==> src/rtl/mem_pkg.sv <==
// Shared memory-map package: DMA state encoding, access-width codes and
// region base addresses common to the memory controller and its initiators.
package mem_pkg;

  typedef enum logic [2:0] {
    IDLE    = 3'd0,
    RD      = 3'd1,
    WR      = 3'd2,
    WR_HOLD = 3'd3,
    DONE    = 3'd4
  } dma_state_t;

  localparam logic [1:0]  MEM_WIDTH_WORD = 2'd0;
  localparam logic [1:0]  MEM_WIDTH_BYTE = 2'd1;
  localparam logic [1:0]  MEM_WIDTH_HALF = 2'd2;

  localparam logic [31:0] BROM_BASE = 32'h0000_0000;
  localparam logic [31:0] IMEM_BASE = 32'h2000_0000;
  localparam logic [31:0] DMEM_BASE = 32'h4000_0000;
  localparam logic [31:0] PERI_BASE = 32'h8000_0000;

endpackage

==> src/rtl/mem_copy_dma_if.sv <==
// Data-port bundle between the copy DMA (master) and the arbiter/memory
// controller side (slave). Signal names are from the DMA's point of view.
interface mem_copy_dma_if;
  logic        o_req;
  logic        i_gnt;
  logic [31:0] o_data_addr;
  logic [31:0] o_data_wdata;
  logic [1:0]  o_data_width;
  logic        o_data_we;
  logic        o_data_read_en;
  logic        o_data_zeroextend;
  logic [31:0] i_data_rdata;

  modport master (
    output o_req, o_data_addr, o_data_wdata, o_data_width,
           o_data_we, o_data_read_en, o_data_zeroextend,
    input  i_gnt, i_data_rdata
  );

  modport slave (
    input  o_req, o_data_addr, o_data_wdata, o_data_width,
           o_data_we, o_data_read_en, o_data_zeroextend,
    output i_gnt, i_data_rdata
  );
endinterface

==> src/rtl/mem_copy_dma.sv <==
// Block-copy DMA for the memory controller data port: read a word (1-cycle
// latency), write it back at the destination, 2 cycles/word under grant.
// Optional fill mode when DMA_FILL_EN is defined (writes a constant,
// 1 cycle/word, source unused).
module mem_copy_dma
  import mem_pkg::*;
#(
  parameter int LEN_W = 16
) (
  input  logic             i_clk,
  input  logic             i_rst_n,
  input  logic             i_start,
  input  logic [31:0]      i_src,
  input  logic [31:0]      i_dst,
  input  logic [LEN_W-1:0] i_len,
`ifdef DMA_FILL_EN
  input  logic             i_fill,
  input  logic [31:0]      i_fill_value,
`endif
  output logic             o_busy,
  output logic             o_done,
  output logic             o_err,
  mem_copy_dma_if.master   bus
);

  dma_state_t       r_state, w_next;
  logic [31:0]      r_src, r_dst, r_hold;
  logic [LEN_W-1:0] r_len;
  logic             r_err;

  logic             w_start_fill;  // fill requested on the start cycle
  logic             w_fill_mode;   // latched mode of the running transfer
  logic [31:0]      w_fill_val;

  logic             w_accept, w_misalign, w_adv, w_last;
  logic             w_req, w_we, w_re;
  logic [31:0]      w_addr, w_wdata;

`ifdef DMA_FILL_EN
  logic             r_fill;
  logic [31:0]      r_fill_val;
  assign w_start_fill = i_fill;
  assign w_fill_mode  = r_fill;
  assign w_fill_val   = r_fill_val;
`else
  assign w_start_fill = 1'b0;
  assign w_fill_mode  = 1'b0;
  assign w_fill_val   = 32'd0;
`endif

  assign w_last = (r_len == LEN_W'(1));

  // state register
  always_ff @(posedge i_clk or negedge i_rst_n) begin
    if (!i_rst_n) r_state <= IDLE;
    else          r_state <= w_next;
  end

  // next state and data-port drive; port stays quiet unless granted
  always_comb begin
    w_next     = r_state;
    w_accept   = 1'b0;
    w_misalign = 1'b0;
    w_adv      = 1'b0;
    w_req      = 1'b0;
    w_we       = 1'b0;
    w_re       = 1'b0;
    w_addr     = 32'd0;
    w_wdata    = 32'd0;
    case (r_state)
      IDLE: begin
        if (i_start) begin
          w_accept   = 1'b1;
          w_misalign = (!w_start_fill && (i_src[1:0] != 2'b00)) || (i_dst[1:0] != 2'b00);
          if (w_misalign || (i_len == '0)) w_next = DONE;
          else                             w_next = w_start_fill ? WR : RD;
        end
      end
      RD: begin
        w_req = 1'b1;
        if (bus.i_gnt) begin
          w_addr = r_src;
          w_re   = 1'b1;
          w_next = WR;
        end
      end
      WR: begin
        // req held here so the arbiter can keep grant across WR->RD
        w_req = 1'b1;
        if (bus.i_gnt) begin
          w_addr  = r_dst;
          w_wdata = w_fill_mode ? w_fill_val : bus.i_data_rdata;
          w_we    = 1'b1;
          w_adv   = 1'b1;
          w_next  = w_last ? DONE : (w_fill_mode ? WR : RD);
        end else begin
          // fill data is already in a register, so no hold state needed
          w_next = w_fill_mode ? WR : WR_HOLD;
        end
      end
      WR_HOLD: begin
        w_req = 1'b1;
        if (bus.i_gnt) begin
          w_addr  = r_dst;
          w_wdata = r_hold;
          w_we    = 1'b1;
          w_adv   = 1'b1;
          w_next  = w_last ? DONE : RD;
        end
      end
      DONE:    w_next = IDLE;
      default: w_next = IDLE;
    endcase
  end

  // transfer registers: latch on start, capture read data, advance per write
  always_ff @(posedge i_clk or negedge i_rst_n) begin
    if (!i_rst_n) begin
      r_src  <= 32'd0;
      r_dst  <= 32'd0;
      r_len  <= '0;
      r_hold <= 32'd0;
      r_err  <= 1'b0;
    end else begin
      if (w_accept) begin
        r_err <= w_misalign;
        if (!w_misalign && (i_len != '0)) begin
          r_src <= i_src;
          r_dst <= i_dst;
          r_len <= i_len;
        end
      end
      // read data is only valid in WR; keep it in case grant drops
      if (r_state == WR) r_hold <= bus.i_data_rdata;
      if (w_adv) begin
        r_src <= r_src + 32'd4;
        r_dst <= r_dst + 32'd4;
        r_len <= r_len - LEN_W'(1);
      end
    end
  end

`ifdef DMA_FILL_EN
  // fill-mode configuration, latched with the rest of the transfer
  always_ff @(posedge i_clk or negedge i_rst_n) begin
    if (!i_rst_n) begin
      r_fill     <= 1'b0;
      r_fill_val <= 32'd0;
    end else if (w_accept && !w_misalign && (i_len != '0)) begin
      r_fill     <= i_fill;
      r_fill_val <= i_fill_value;
    end
  end
`endif

  assign o_busy = (r_state == RD) || (r_state == WR) || (r_state == WR_HOLD);
  assign o_done = (r_state == DONE);
  assign o_err  = r_err;

  assign bus.o_req             = w_req;
  assign bus.o_data_addr       = w_addr;
  assign bus.o_data_wdata      = w_wdata;
  assign bus.o_data_we         = w_we;
  assign bus.o_data_read_en    = w_re;
  assign bus.o_data_width      = MEM_WIDTH_WORD;
  assign bus.o_data_zeroextend = 1'b1;

endmodule

==> src/flat_wrapper.sv <==
// flat-port wrapper written by rule: the top's interface ports become plain ports
module mem_copy_dma_flat import mem_pkg::*;
#(
  parameter int LEN_W = 16
)
  (i_clk, i_rst_n, i_start, i_src, i_dst, i_len, o_busy, o_done, o_err, bus_o_req, bus_o_data_addr, bus_o_data_wdata, bus_o_data_width, bus_o_data_we, bus_o_data_read_en, bus_o_data_zeroextend, bus_i_gnt, bus_i_data_rdata);
  mem_copy_dma_if bus_i ();
  input  logic i_clk;
  input  logic i_rst_n;
  input  logic i_start;
  input  logic [31:0] i_src;
  input  logic [31:0] i_dst;
  input  logic [LEN_W-1:0] i_len;
  output logic o_busy;
  output logic o_done;
  output logic o_err;
  output wire logic [$bits(bus_i.o_req)-1:0] bus_o_req;
  output wire logic [$bits(bus_i.o_data_addr)-1:0] bus_o_data_addr;
  output wire logic [$bits(bus_i.o_data_wdata)-1:0] bus_o_data_wdata;
  output wire logic [$bits(bus_i.o_data_width)-1:0] bus_o_data_width;
  output wire logic [$bits(bus_i.o_data_we)-1:0] bus_o_data_we;
  output wire logic [$bits(bus_i.o_data_read_en)-1:0] bus_o_data_read_en;
  output wire logic [$bits(bus_i.o_data_zeroextend)-1:0] bus_o_data_zeroextend;
  input wire logic [$bits(bus_i.i_gnt)-1:0] bus_i_gnt;
  input wire logic [$bits(bus_i.i_data_rdata)-1:0] bus_i_data_rdata;
  assign bus_o_req = bus_i.o_req;
  assign bus_o_data_addr = bus_i.o_data_addr;
  assign bus_o_data_wdata = bus_i.o_data_wdata;
  assign bus_o_data_width = bus_i.o_data_width;
  assign bus_o_data_we = bus_i.o_data_we;
  assign bus_o_data_read_en = bus_i.o_data_read_en;
  assign bus_o_data_zeroextend = bus_i.o_data_zeroextend;
  assign bus_i.i_gnt = bus_i_gnt;
  assign bus_i.i_data_rdata = bus_i_data_rdata;
  mem_copy_dma #(.LEN_W(LEN_W)) u_core (.i_clk(i_clk), .i_rst_n(i_rst_n), .i_start(i_start), .i_src(i_src), .i_dst(i_dst), .i_len(i_len), .o_busy(o_busy), .o_done(o_done), .o_err(o_err), .bus(bus_i));
endmodule
==> config.mk <==
export PLATFORM = sky130hd
export DESIGN_NAME = mem_copy_dma_flat
export DESIGN_NICKNAME = d
export VERILOG_FILES = /design/src/rtl/mem_pkg.sv /design/src/rtl/mem_copy_dma_if.sv /design/src/rtl/mem_copy_dma.sv /design/src/flat_wrapper.sv
export SDC_FILE = /design/constraint.sdc
export NUM_CORES = 1
export LEC_CHECK = 0
export ABC_AREA = 1
export CAP_MARGIN = 0
export CORE_AREA = 2 2 91 180
export CTS_CLUSTER_DIAMETER = 50
export DETAILED_ROUTE_END_ITERATION = 6
export DIE_AREA = 0 0 93 182
export GPL_TIMING_DRIVEN = 0
export PLACE_DENSITY = 0.78
export SLEW_MARGIN = 20
export SYNTH_ARGS = -nofsm -noshare
export SYNTH_HDL_FRONTEND = slang
export SYNTH_SLANG_ARGS = --single-unit
==> constraint.sdc <==
create_clock -name i_clk -period 1.7 [get_ports i_clk]
set_input_delay 0.255 -clock i_clk [delete_from_list [all_inputs] [get_ports i_clk]]
set_output_delay 0.255 -clock i_clk [all_outputs]
set_load 0.02 [all_outputs]
; ---- After elaboration in Yosys (flattened, before gate mapping)
; Cells that the tools add are included.
[word_totals]
out_inout_bits = 73
register_bits = 116
[op_classes]
n_reduce_logical = 17
mux = 30
n_eq_ne = 8
n_addsub = 3
[ops]
columns = cell, n
row1 = $mux 32, 10
row2 = $pmux 32 s2, 2
row3 = $add 32x3->32 const B, 2
row4 = $mux 16, 3
row5 = $mux 3, 6
row6 = $eq 16x1->1 const B, 1
row7 = $logic_not 16->1, 1
row8 = $reduce_bool 16->1, 1
row9 = $sub 16x1->16 const B, 1
row10 = $pmux 3 s4, 1
row11 = $mux 1, 8
row12 = $reduce_bool 2->1, 4
row13 = $eq 3x2->1 const B, 2
row14 = $ne 2x2->1 const B, 3
row15 = $logic_or 1x1->1, 4
row16 = $eq 3x1->1 const B, 1
row17 = $eq 3x3->1 const B, 1
row18 = $logic_not 3->1, 1
row19 = $reduce_and 3->1, 1
row20 = $reduce_or 3->1, 1
row21 = $reduce_and 2->1, 1
row22 = $reduce_or 2->1, 1
row23 = $logic_and 1x1->1, 1
row24 = $logic_not 1->1, 1

; ---- Logic depth before layout (Yosys ltp)
; Gate-level depths: netlist of the first run.
[depth]
depth_word = 9
depth_mapped = 11
mapped_depth_nobuf = 11

; ---- Worst setup path after synthesis of the first run
; No wires, ideal clock.
[synth_timing]
kind = register to output
startpoint = reg u_core.r_state[0]
endpoint = out bus_o_data_addr[12]
required_ns = 1.445
arrival_ns = 1.719
stages_incl_launch_ff = 9
n_path_buf = 2
path_slack_ns = -0.274
path_cell_list = dfrtp_1 buf_4 inv_2 nor2_1 nand2_1 nor2_2 inv_1 buf_2 o21ai_0
[synth_between]
elab_chain_len = 3
[synth_rtl]
columns = item, line_no
row1 = "start, declared", mem_copy_dma.sv:26  ; dma_state_t r_state, w_next;
row2 = "start signal, assigned", mem_copy_dma.sv:56  ; else r_state <= w_next;
row3 = $eq 3x2->1, mem_copy_dma.sv:70  ; case (r_state)
row4 = $reduce_or 2->1 (no source line), n/a
row5 = $pmux 32 s2 *, mem_copy_dma.sv:70
row6 = "end, declared", flat_wrapper.sv:18  ; output wire logic [$bits(bus_i.o_data_addr)-1:0] bus_o_data_addr;
; Every way passes the cells marked *; elsewhere a longest branch is shown, timed or not.

; ---- Final worst setup path of the first run
[layout_timing]
startpoint = reg u_core.r_state[0]
endpoint = out bus_o_data_addr[14]
; Same word-level chain as after synthesis.

==> results of run 1 <==
## registers in the layout (all words and copies together), names as in the netlist
register / flops
u_core.o_err: 1
u_core.r_dst: 32
u_core.r_src: 32
u_core.r_hold: 32
u_core.r_len: 16
u_core.r_state: 3
## synthesized netlist by cell type (6+ instances only)
| cell type | instances |
|---|---|
| nand4_1 | 28 |
| nand2_1 | 408 |
| buf_4 | 10 |
| nand3_1 | 89 |
| nor3_1 | 26 |
| o22ai_1 | 24 |
| nor2_1 | 150 |
| inv_1 | 113 |
| a21oi_1 | 35 |
| buf_2 | 27 |
| o211ai_1 | 19 |
| dfrtp_1 | 116 |
| o21ai_0 | 77 |
| nor2_2 | 9 |
| a31oi_1 | 6 |
| clkbuf_1 | 11 |
| xor2_1 | 10 |
## final cells by class
type	instances	area share, %
Buffer	45	4.654
Clock buffer	20	3.292
Clock inverter	10	1.127
Inverter	119	3.617
Multi-Input combinational cell	912	41.05
Sequential cell	116	21.00
Tap cell	201	1.813
Timing Repair Buffer	301	23.17
Timing Repair inverter	3	0.2796
## worst paths after layout
check	end	startpoint
max	bus_o_data_addr[14]	u_core.r_state[0]$_DFFE_PN0P_
min	u_core.r_len[7]$_DFFE_PN0P_	i_len[7]
max reg2reg	u_core.r_src[16]$_DFFE_PN0P_	u_core.r_src[3]$_DFFE_PN0P_
min reg2reg	u_core.r_hold[4]$_DFFE_PN0P_	u_core.r_hold[4]$_DFFE_PN0P_
max in group asynchronous	u_core.r_dst[13]$_DFFE_PN0P_	i_rst_n
min in group asynchronous	u_core.r_hold[12]$_DFFE_PN0P_	i_rst_n
## logic make-up (layout without fill, tap and decap cells)
family / count (synthesis) / in the layout / share of synthesized area [%]
fa+ha+maj: 4 / 4 / 0.6435
flops: 116 / 116 / 37.32
compound gates: 163 / 163 / 11.66
xor+xnor: 11 / 11 / 1.239
other cells: 2 / 3 / 0.09656
buf+inv: 170 / 498 / 9.331
simple gates: 729 / 731 / 39.70
## worst register-to-register path, cell delays in order (launching register included)
cell	delay [ns]
dfrtp_1	0.39
ha_2	0.25
nand3_2	0.14
nor2_1	0.50
inv_1	0.16
nor2_1	0.17
xor2_1	0.19
nand2_1	0.10
nand3_2	0.08
## stage by stage
step	instances	TNS (ns)	util, %	hold WS, ns
after floorplan	1196	-0.1492	-	-0.04059
after detailed placement	1583	-92.03	64.55	0.3000
final	1727	-42.46	88.84	0.2294
after global routing	1727	-46.14	88.84	0.2184
after global placement	1582	-594.10	64.37	0.4743
after CTS	1682	-29.03	78.23	0.3850
## layer usage
metal  vias to the layer above  global-route usage, %
met5                         -                      0
met4                         2                  21.76
met3                       462                  7.593
met2                      1281                  64.12
met1                      5232                  48.17
li1                       4514                      -
## power by group through the flow
stage / logic, mW / clock network (mW) / registers, mW
finish: 10.5 / 3.98 / 5.74
global route: 10.9 / 4.05 / 5.79
CTS: 7.58 / 3.81 / 5.31
detailed placement: 5.96 / 0 / 5.30
global placement: 5.77 / 0 / 5.26
floorplan: 4.13 / 0 / 5.01
## timing repair
| item | in CTS | in global routing |
|---|---|---|
| cloned | 12 | 12 |
| buffers inserted | 58 | 50 |
| resized for setup | 632 | 348 |
| hold buffers | 1 | 0 |
| pin swaps | 35 | 96 |
| hold endpoints to repair | 64 | 0 |
| setup endpoints to repair | 130 | 166 |
==> run_results.csv, run 1 <==
group,metric,value,unit
setup_path,cp.depth,9,
power_and_ir_drop,powerDensity,1455,nW/um^2
cells_and_area,nets,1635,
routing,route.met3.wl,6.364,mm
synthesis,synth_top_area_cell,"dfrtp_1",
routing,wl_met2,20.02,mm
cells_and_area,drive_gt1_share,35.65,%
global_routing,grt_pass1_vias,9805,
cells_and_area,design_area,13870,um^2
clocking,cts.clk_slew.worst_paths,0.07,ns
power_and_ir_drop,pwr-share-seq,28.5,%
die,initial_core_util,49.81,%
sta,rsz0062_at_grt,"true",
power_and_ir_drop,power_frac_clock,19.7,%
clocking,max-clock-path-buffers,2,
sta,hold_viol,0,
synthesis,yosysSeqAreaShare,37.32,%
outcome,failed_checks,"design-rule violations, negative setup slack",
synthesis,syn_area,7777,um^2
routing,drtAntennaViolNets,0,
sta,fin_skew,0.01672,ns
die,core,15620,um^2
setup_path,crit_type,"flop to output port",
synthesis,avgSynthCellArea,6.508,um^2
placement,pre_cts_slack,-1.156,ns
setup_path,cp_slowest_stage_delay,0.35,ns
cells_and_area,layout_common_cells,"nand2_1, clkdlybuf4s50_1, inv_1, nor2_1, dfrtp_1",
power_and_ir_drop,p_sw,9.663,mW
synthesis,synthCells,1195,
routing,dr.pass1.iters,7,
sta,worst_pin_slew,0.7140,ns
sta,setup_viol,171,
setup_path,cp_max_fo,5,
setup_path,crit_chain,"buf_6 -> inv_6 -> nor2_4 -> nand2_2 -> nor2_4 -> inv_4 -> buf_12 -> o21ai_4 -> buf_6",
global_routing,grt_antenna_before_repair,1,
outcome,outcome,"complete, but fails checks",
cells_and_area,seq_area,2913,um^2
placement,portBuffers,185,
setup_path,r2r_cells,8,
setup_path,timing.critical_path.buf_inv,5,
routing,num_vias,11490,
cells_and_area,diodes,0,
setup_path,endpoint_kind,"output port",
sta,fmax,438.1,MHz
global_routing,grt_overflow,0,
sta,worst_slack,-0.5826,ns
global_routing,grt.total_usage,39.26,%
clocking,cts.htree.levels,4,
power_and_ir_drop,leakagePower,6.258,nW
setup_path,critical-path-top-delay-family,"buffers and inverters",
die,ioPinCount,189,
synthesis,synthArstFlopShare,100.0,%
setup_path,slowest_stage,"dfrtp_1",
placement,hpwl,20.59,mm
setup_path,rrSetupSlack,-0.34,ns
clocking,cts.sinks,116,
cells_and_area,layout_commonest_cell,"nand2_1",
worst_hold_path,min_delay_path_depth,3,
synthesis,synth_edf_count,0,
setup_path,worstPathArrival,2.03,ns
synthesis,yosys.cell_types.count,34,
routing,routed.top_layer,"met5",
routing,drt-vias-per-instance,6.654,
power_and_ir_drop,p_comb_share,51.8,%
placement,place_congestion,0.9098,
die,die_y,182,um
routing,wl,45.20,mm
setup_path,critPathLaunchType,"flop",
placement,place_area,10080,um^2
routing,drt-met1-wl,13.80,mm
worst_hold_path,worst_hold_path_type,"input pin to flop",
sta,finalMaxSlewViolations,0,
die,die_area,16930,um^2
clocking,cts_buffers,17,
die,die_x,93,um
power_and_ir_drop,total_power,20.18,mW
run,cap_violations,0,
power_and_ir_drop,p_int,10.52,mW
global_routing,grt_pass1_wl,51.61,mm
cells_and_area,syn_to_final_growth,78.36,%
power_and_ir_drop,ir_drop,1.145,mV
cells_and_area,n_fill_cell,654,
clocking,cts_tree,"yes",
sta,min_period,2.283,ns
global_routing,grt_max_degree,66,
routing,drtIter0Drc,1940,
synthesis,synth_top_area_share,37.32,%
synthesis,synth.ff_latch_count,116,
synthesis,ys_warn_count,0,
clocking,clock_latency,0.44,ns
cells_and_area,multi_input_area,5694,um^2
sta,fin_crit_sh,134.3,%
clocking,cts_root_buf,"clkbuf_16",
synthesis,ys_top_cells_by_area,"dfrtp_1, nand2_1, nor2_1",
routing,wire_per_inst,26.17,um
die,rows,65,
setup_path,required,1.44,ns
synthesis,synth-main-ff-cell,"dfrtp_1",
routing,drc,13,
sta,slew-limit-headroom,52.40,%
power_and_ir_drop,sw_frac_of_total,47.88,%
(Power assumes the default switching activity.)
==> run 2, diff against run 1 <==
--- a/config.mk
+++ b/config.mk
@@ -6,7 +6,6 @@
 export NUM_CORES = 1
 export LEC_CHECK = 0
 export ABC_AREA = 1
-export CAP_MARGIN = 0
 export CORE_AREA = 2 2 91 180
 export CTS_CLUSTER_DIAMETER = 50
 export DETAILED_ROUTE_END_ITERATION = 6
==> results of run 2 <==
No change in the layout: final DEF, timing and power equal those of run 1.
==> patch, RTL diff (flow settings as in run 2) <==
The 5 states of `dma_state_t` get a Gray code encoding in 3 bits.
--- a/src/rtl/mem_pkg.sv
+++ b/src/rtl/mem_pkg.sv
@@ -3,11 +3,11 @@
 package mem_pkg;
 
   typedef enum logic [2:0] {
-    IDLE    = 3'd0,
-    RD      = 3'd1,
-    WR      = 3'd2,
-    WR_HOLD = 3'd3,
-    DONE    = 3'd4
+    IDLE    = 3'b000,
+    RD      = 3'b001,
+    WR      = 3'b011,
+    WR_HOLD = 3'b010,
+    DONE    = 3'b110
   } dma_state_t;
 
   localparam logic [1:0]  MEM_WIDTH_WORD = 2'd0;
Formal check against the unedited RTL: same outputs for any inputs over 4 cycles, from zero or initial values and one cycle with i_rst_n low; so few cycles prove little.
==> patch against run 2 <==
- the run still ends with design-rule violations, negative setup slack left
- routed wire length is 1.4% lower
- maximum frequency shrank 5.9%
- cell area decreased by 2.2%
- area after synthesis rose by 1.1%
- setup slack got worse by 0.14 ns
- sequential cell count is the same
- global-route usage increased by 2.8 points
- count of clock-buffer cells in the layout did not move
- hold slack better by 0.10 ns
- total power up 11%
- clock skew fell by 0.0047 ns
- critical path type unchanged
- largest power group unchanged
==> patch: results (changes against run 2) <==
- Sw Share: 0.4907 (+0.01191)
- Slew HR: 0.5563 (+0.03227)
- Nets: 1641 (+0.37%)
- Post-synthesis cell type count: 35 (+2.9%)
- Status: complete, but fails checks
- Final routed DRC violation total: 76 (+63)
- Min setup slack post-route: -0.7265 ns (-0.1439 ns)
- M1 GR Usage: 0.4943 (+0.01267)
- Synth area leaders: dfrtp_1, nand2_1, nor2_1
- Reg-to-reg slack, setup: -0.54 ns (-0.20 ns)
- Leak pwr: 6.194 nW (-1.0%)
- Commonest cells post-synth: nand2_1, nor2_1, inv_1
- Share of cells above drive strength 1: 0.3025 (-0.05401)
- Highest layer used for signal routing: met4
- Clock share of power: 0.174 (-0.023)
- Max FO, Critical Path: 7 (+2)
- M1 wire length: 13990 um (+1.4%)
- Via density per instance: 6.626 (-0.42%)
- Met3 Resource Use GR: 0.09668 (+0.02075)
- 1st-iter DRT viols: 1982 (+2.2%)
- Total Wirelength: 44560 um (-1.4%)
- Final hold slack: 0.3313 ns (+0.1019 ns)
- Seq/Total Area, Yosys: 0.3693 (-0.003921)
- Comb. pwr: 0.0128 W (+22%)
- Worst IR Drop VDD: 1243 uV (+8.5%)
- Setup TNS: -65.63 ns (-23.17 ns)
- First-pass GRT wire length: 54610 um (+5.8%)
- # fillers: 763 (+17%)
- Worst reg2reg endpoint: u_core.r_dst[23]
- Final Critical Period: 2.427 ns (+0.1439 ns)
- Post-Place Setup Slack: -1.150 ns (+0.005680 ns)
- Clock Skew: 0.01205 ns (-0.004671 ns)
- Failing checks: design-rule violations, negative setup slack
- Post-DP Area: 0.01030 sq mm (+2.2%)
- Initial antenna violation count: 2 (+1)
- Min-delay worst type: in -> async
- Final Setup Violations: 168 (-1.8%)
- Slowest cell on crit path: dfrtp_2
- Syn Area/Cell: 6.464 sq um (-0.68%)
==> patch: timing repair <==
action | in CTS | in global routing
buffers inserted | 49 | 40
pin swaps | 54 | 64
endpoints found under the hold margin | 46 | 0
resized for setup | 604 | 239
cloned | 18 | 2
hold buffers | 1 | 0
endpoints found under the setup margin | 142 | 152
==> patch: how the worst max path moves through the flow <==
stage,start,to,slack (ns),cells past startpoint
2_1_floorplan,u_core.r_state[2],bus_o_data_addr[11],-0.13,6
3_3_place_gp,i_rst_n,u_core.r_hold[1],-4.39,1
3_5_place_dp,bus_i_gnt,bus_o_data_addr[1],-1.15,6
4_1_cts,u_core.r_state[2],bus_o_data_addr[15],-0.39,8
5_1_grt,u_core.r_state[2],bus_o_data_addr[11],-0.68,7
6_report,u_core.r_state[2],bus_o_data_addr[11],-0.73,7
==> patch: layout make-up <==
class,instances,area (sq um),area share
multi-input combinational,922,5438,0.4009
timing repair buffer,288,3206,0.2363
sequential,116,2907,0.2143
buffer,46,606.8,0.04474
inverter,130,533.0,0.03930
clock buffer,20,466.7,0.03441
tap,201,251.5,0.01854
clock inverter,12,153.9,0.01135
antenna,1,2.502,0.0001845
==> patch: logic make-up after synthesis <==
group | count (synthesis) | synth area share
simple gates | 725 | 0.3900
compound gates | 180 | 0.1266
buf+inv | 180 | 0.09678
flops | 116 | 0.3693
xor+xnor | 9 | 0.01003
fa+ha+maj | 4 | 0.006368
other cells | 2 | 0.0009555
==> patch: worst reg2reg max path: stages (launching register included) <==
cell	delay [ns]
dfrtp_2	0.46
clkinv_4	0.14
buf_4	0.13
buf_6	0.09
nand3_4	0.10
nor2_4	0.16
nand3_4	0.20
nand2_8	0.19
buf_6	0.13
buf_12	0.16
buf_12	0.12
buf_16	0.11
nand2_1	0.10
nand2_1	0.09
